### src/rtl/vdp_cpu_port.sv
// Host-side CPU port of a TMS9918-style VDP: VRAM write port, read-ahead
// buffer with prefetch sequencing, control-register file and vblank status/irq.
//
// state      | meaning
// IDLE       | accepting host strobes, cpu_ready high
// PF_ISSUE   | vram_raddr presented to the memory
// PF_CAPTURE | memory data valid, loaded into the read-ahead buffer
module vdp_cpu_port #(
    parameter int AW   = 14,
    parameter int NREG = 8
) (
    input  logic              clk,
    input  logic              reset_n,
    input  logic              cpu_wr,
    input  logic              cpu_rd,
    input  logic              cpu_mode,
    input  logic [7:0]        cpu_wdata,
    output logic [7:0]        cpu_rdata,
    output logic              cpu_ready,
    input  logic              vsync_in,
    output logic              irq,
    output logic              vram_we,
    output logic [AW-1:0]     vram_waddr,
    output logic [7:0]        vram_wdata,
    output logic [AW-1:0]     vram_raddr,
    input  logic [7:0]        vram_rdata,
    output logic [8*NREG-1:0] vdp_regs
);

    typedef enum logic [1:0] {
        IDLE       = 2'd0,
        PF_ISSUE   = 2'd1,
        PF_CAPTURE = 2'd2
    } state_t;

    state_t        state_q;
    logic [AW-1:0] addr_q;
    logic [AW-1:0] addr_inc;
    logic [AW-1:0] addr_set;
    logic [7:0]    latch_q;
    logic [7:0]    buf_q;
    logic          first_q;
    logic          status_q;
    logic [7:0]    regs_q [NREG];
    logic          wr_acc;
    logic          rd_acc;

    assign addr_inc  = addr_q + AW'(1);
    assign addr_set  = AW'({cpu_wdata[5:0], latch_q});
    assign cpu_ready = (state_q == IDLE);
    assign wr_acc    = cpu_wr && (state_q == IDLE);
    assign rd_acc    = cpu_rd && !cpu_wr && (state_q == IDLE);

    for (genvar i = 0; i < NREG; i++) begin : g_regs
        assign vdp_regs[8*i +: 8] = regs_q[i];
    end

    always_ff @(posedge clk or negedge reset_n) begin
        if (!reset_n) begin
            state_q    <= IDLE;
            addr_q     <= '0;
            latch_q    <= '0;
            buf_q      <= '0;
            first_q    <= 1'b0;
            status_q   <= 1'b0;
            cpu_rdata  <= '0;
            irq        <= 1'b0;
            vram_we    <= 1'b0;
            vram_waddr <= '0;
            vram_wdata <= '0;
            vram_raddr <= '0;
            for (int i = 0; i < NREG; i++) regs_q[i] <= '0;
        end else begin
            vram_we <= 1'b0;
            irq     <= status_q & regs_q[1][5];
            if (vsync_in) status_q <= 1'b1;

            case (state_q)
                IDLE: begin
                    if (wr_acc) begin
                        if (cpu_mode) begin
                            if (!first_q) begin
                                latch_q <= cpu_wdata;
                                first_q <= 1'b1;
                            end else begin
                                first_q <= 1'b0;
                                if (cpu_wdata[7]) begin
                                    regs_q[cpu_wdata[2:0]] <= latch_q;
                                end else begin
                                    addr_q <= addr_set;
                                    // read-address set primes the buffer
                                    if (!cpu_wdata[6]) begin
                                        vram_raddr <= addr_set;
                                        state_q    <= PF_ISSUE;
                                    end
                                end
                            end
                        end else begin
                            vram_we    <= 1'b1;
                            vram_waddr <= addr_q;
                            vram_wdata <= cpu_wdata;
                            buf_q      <= cpu_wdata;
                            addr_q     <= addr_inc;
                            first_q    <= 1'b0;
                        end
                    end else if (rd_acc) begin
                        first_q <= 1'b0;
                        if (cpu_mode) begin
                            cpu_rdata <= {status_q, 7'b0};
                            // a vblank landing on the read must not be lost
                            if (!vsync_in) status_q <= 1'b0;
                        end else begin
                            cpu_rdata  <= buf_q;
                            addr_q     <= addr_inc;
                            vram_raddr <= addr_inc;
                            state_q    <= PF_ISSUE;
                        end
                    end
                end
                PF_ISSUE: begin
                    state_q <= PF_CAPTURE;
                end
                PF_CAPTURE: begin
                    buf_q   <= vram_rdata;
                    state_q <= IDLE;
                end
                default: begin
                    state_q <= IDLE;
                end
            endcase
        end
    end

endmodule

### config.mk
export PLATFORM = sky130hd
export DESIGN_NAME = vdp_cpu_port
export DESIGN_NICKNAME = d
export VERILOG_FILES = /design/src/rtl/vdp_cpu_port.sv
export SDC_FILE = /design/constraint.sdc
export NUM_CORES = 1
export LEC_CHECK = 0
export ABC_CLOCK_PERIOD_IN_PS = 3600
export BUFFER_PORTS_ARGS = -buffer_cell sky130_fd_sc_hd__buf_4
export CELL_PAD_IN_SITES_DETAIL_PLACEMENT = 0
export CELL_PAD_IN_SITES_GLOBAL_PLACEMENT = 1
export CORE_MARGIN = 8
export CORE_UTILIZATION = 46
export CTS_CLUSTER_DIAMETER = 60
export DETAILED_ROUTE_END_ITERATION = 6
export HOLD_SLACK_MARGIN = 0.05
export PLACE_DENSITY_LB_ADDON = 0.25
export SLEW_MARGIN = 25
export SYNTH_ARGS = -nofsm -noshare
export SYNTH_HDL_FRONTEND = slang
export SYNTH_SLANG_ARGS = --single-unit
### constraint.sdc
create_clock -name clk -period 3.6 [get_ports clk]
set_input_delay 0.36 -clock clk [delete_from_list [all_inputs] [get_ports clk]]
set_output_delay 0.36 -clock clk [all_outputs]
set_load 0.01 [all_outputs]
==> out/results.txt <==
Number of antenna diodes -> 0
Die area -> 0.01729 sq mm
CP max-delay cell -> or3_1
I/O pins -> 133
WHS -> 0.02422 ns
CTS tree -> built
Synth Net Count -> 530
Synthesized area -> 0.006137 sq mm
Vias -> 4,290
Skew final -> 0.005612 ns
CP Buf/Inv Count -> 0
Largest net degree at the start of global routing -> 94
Detail Route Antenna Nets -> 0
Synth Instances -> 507
Worst hold path type -> in2async
Leakage power -> 0.003812 uW
Design area -> 0.007866 sq mm
Final nets -> 651
Worst-path fanout max -> 12
Total CTS buffers -> 17
Max-slew violation count -> 0
Seq cells post-synth -> 144
Post-synth EDFFs -> 0
Crit path largest cell delay -> 0.59 ns
H-tree levels -> 4
Hold Vio Cnt, Final -> 0
Synth cell count leaders -> 144 x dfrtp_1, 94 x mux2_2, 54 x nand2_1
Initial antenna violation count -> 0
Final wirelength -> 15,590 um
Largest family of logic cells by synthesized area -> multiplexers
Area grow syn2layout -> 28.18%
Layout cell share with drive strength beyond 1 -> 42.28%
Count leader, synth -> dfrtp_1
Area share of fa/ha/maj cells after synthesis -> 0.2039%
Fin crit share -> 68.15%
Synth area leader -> dfrtp_1
CTS clk-pin slew, worst paths -> 0.06 ns
Final Wtd Congestion -> 0.7894
Clock Tree Buf Depth -> 2
Unique masters post-synth -> 44
Met2 WL post-DR -> 7230 um
Total track usage -> 18.58%
Crit path DAT -> 2.75 ns
CP Launch Type -> flip-flop
Worst-Margin Slew -> 0.9500 ns
Post-CTS Setup Inserts -> 0
Met1 WL -> 6843 um
PD cells -> 693.3 mW/mm^2
CTS Root Cell -> clkbuf_16
Setup CP Type -> reg2reg
Setup TNS -> 0 ns
First-pass GRT wire length -> 25,240 um
Top cell type's share of synthesized area -> 58.72%
Grt ovf -> 0
Ys Warns -> 0
Crit end category -> flip-flop
Tmin final -> 2.453 ns
Drt initial violations -> 295
Die width -> 131.5 um
Xor-xnor portion of the synthesized cell area -> 1.713%
Post-DP Area -> 0.007246 sq mm
DRC -> 0
Slew HR -> 36.53%
VDD IR-drop max -> 0.3538 mV
Fill cells -> 1,091
# port buffers -> 132
Post-synthesis simple-gate area fraction -> 10.05%
Detail Placement HPWL -> 10,860 um
CTS resizes -> 0
Outcome -> finished clean
Crit-path leading delay family -> simple AND/OR/NAND/NOR gates
Core ar. -> 0.01314 sq mm
Vias in the first global route -> 4,564
RSZ-0062 raised after global routing -> false
Wire per inst -> 19.08 um
Post-synthesis compound-gate area fraction -> 7.360%
Die height -> 131.5 um
Row cnt -> 42
Post-CTS Hold Fix Bufs -> 0
CP Cell Sequence -> nor2_4, nand2_1, or3_1, nor3b_4, mux2_2
Max_cap viols -> 0
Post-synthesis async set-or-reset flop share -> 100.0%
Starting density of the core -> 46.71%
Met3 wire length -> 1253 um
Avg Vias per Cell -> 5.251
Skew-Pair Late Insertion Delay -> 0.42 ns
Crit path required time -> 3.90 ns
Top Layer Used -> met4
CTS sink cnt -> 144
Mux share of post-synthesis cell area -> 19.37%
Setup violators final -> 0
Commonest register cell after synthesis -> dfrtp_1
Largest cells by area after synthesis -> dfrtp_1 59%, mux2_2 17%, o21ai_0 3.8%, nand2_1 3.3%, mux2i_1 2.1%
Syn Area/Cell -> 12.10 sq um
Sequential element share of the synthesized area -> 58.72%
DR pass1 iterations -> 5
Fmax -> 0.4076 GHz
[stage by stage]
stage               std cells  total power (uW)  worst slack (ns)  utilization, %
finish                    817              5454             1.147           59.88
global route              817              5769            0.9759           59.88
CTS                       817              5528             1.154           59.88
detailed placement        785              3678             1.163           55.15
global placement          785              3645             1.275           55.15
floorplan                 507              2955             1.590               -
[sequential cells by signal, summed over array words and instances, names as in the netlist]
| signal | count |
|---|---|
| addr_q | 14 |
| buf_q | 8 |
| cpu_rdata | 8 |
| first_q | 1 |
| irq | 1 |
| latch_q | 8 |
| state_q | 2 |
| status_q | 1 |
| vdp_regs | 64 |
| vram_raddr | 14 |
| vram_waddr | 14 |
| vram_wdata | 8 |
| vram_we | 1 |
[where the power goes]
| part | switching (uW) | total (uW) | internal (uW) |
|---|---|---|---|
| registers | 404 | 2390 | 1990 |
| logic | 568 | 1230 | 663 |
| clock network | 671 | 1830 | 1160 |
| total | 1640 | 5450 | 3810 |
[cell families after synthesis]
family / after synthesis
flops: 144
simple gates: 127
mux: 107
compound gates: 78
buf+inv: 38
xor+xnor: 12
fa+ha+maj: 1
[cells in the final DEF (no fill, tap or decap), drive strengths merged, types with 2 or more instances in the layout]
cell / netlist / final
nand3b: 3 / 3
nor2: 36 / 36
a31oi: 7 / 7
clkinvlp: 0 / 3
xor2: 6 / 6
and3: 4 / 4
nand2b: 2 / 2
nor3b: 3 / 3
o21ai: 47 / 47
and2: 2 / 2
buf: 10 / 136
a22oi: 3 / 3
clkbuf: 24 / 19
nor2b: 3 / 3
clkinv: 1 / 6
mux2i: 13 / 13
o211ai: 2 / 2
and4: 2 / 2
o22a: 5 / 5
inv: 3 / 4
xnor2: 6 / 6
nor3: 3 / 3
mux2: 94 / 94
a21oi: 8 / 8
dfrtp: 144 / 144
nand3: 8 / 8
nand2: 54 / 54
nand4: 3 / 3
bufinv: 0 / 4
[final timing paths]
path,start,endpoint,slack (ns),cells past startpoint
max reg2reg,state_q[1],vdp_regs[16],1.15,5
max in group asynchronous,reset_n,vdp_regs[26],2.65,2
min reg2reg,cpu_rdata[1],cpu_rdata[1],0.48,2
min,reset_n,cpu_rdata[1],0.02,1
max,state_q[1],vdp_regs[16],1.15,5
min in group clk,vsync_in,status_q,0.14,2
[per-layer routing]
layer,vias up,track usage [%]
met5,-,0
met2,122,27.84
met4,0,6.828
li1,2013,-
met1,2138,23.62
met3,17,7.698
[layout make-up]
| type | instances | area, sq um | share of cell area [%] |
|---|---|---|---|
| timing repair buffer | 136 | 1025 | 13.03 |
| clock inverter | 13 | 187.7 | 2.386 |
| sequential | 144 | 3603 | 45.81 |
| multi-input combinational | 325 | 2382 | 30.28 |
| clock buffer | 19 | 432.9 | 5.503 |
| tap | 176 | 220.2 | 2.799 |
| inverter | 4 | 15.01 | 0.1909 |
(Power assumes the default switching activity.)
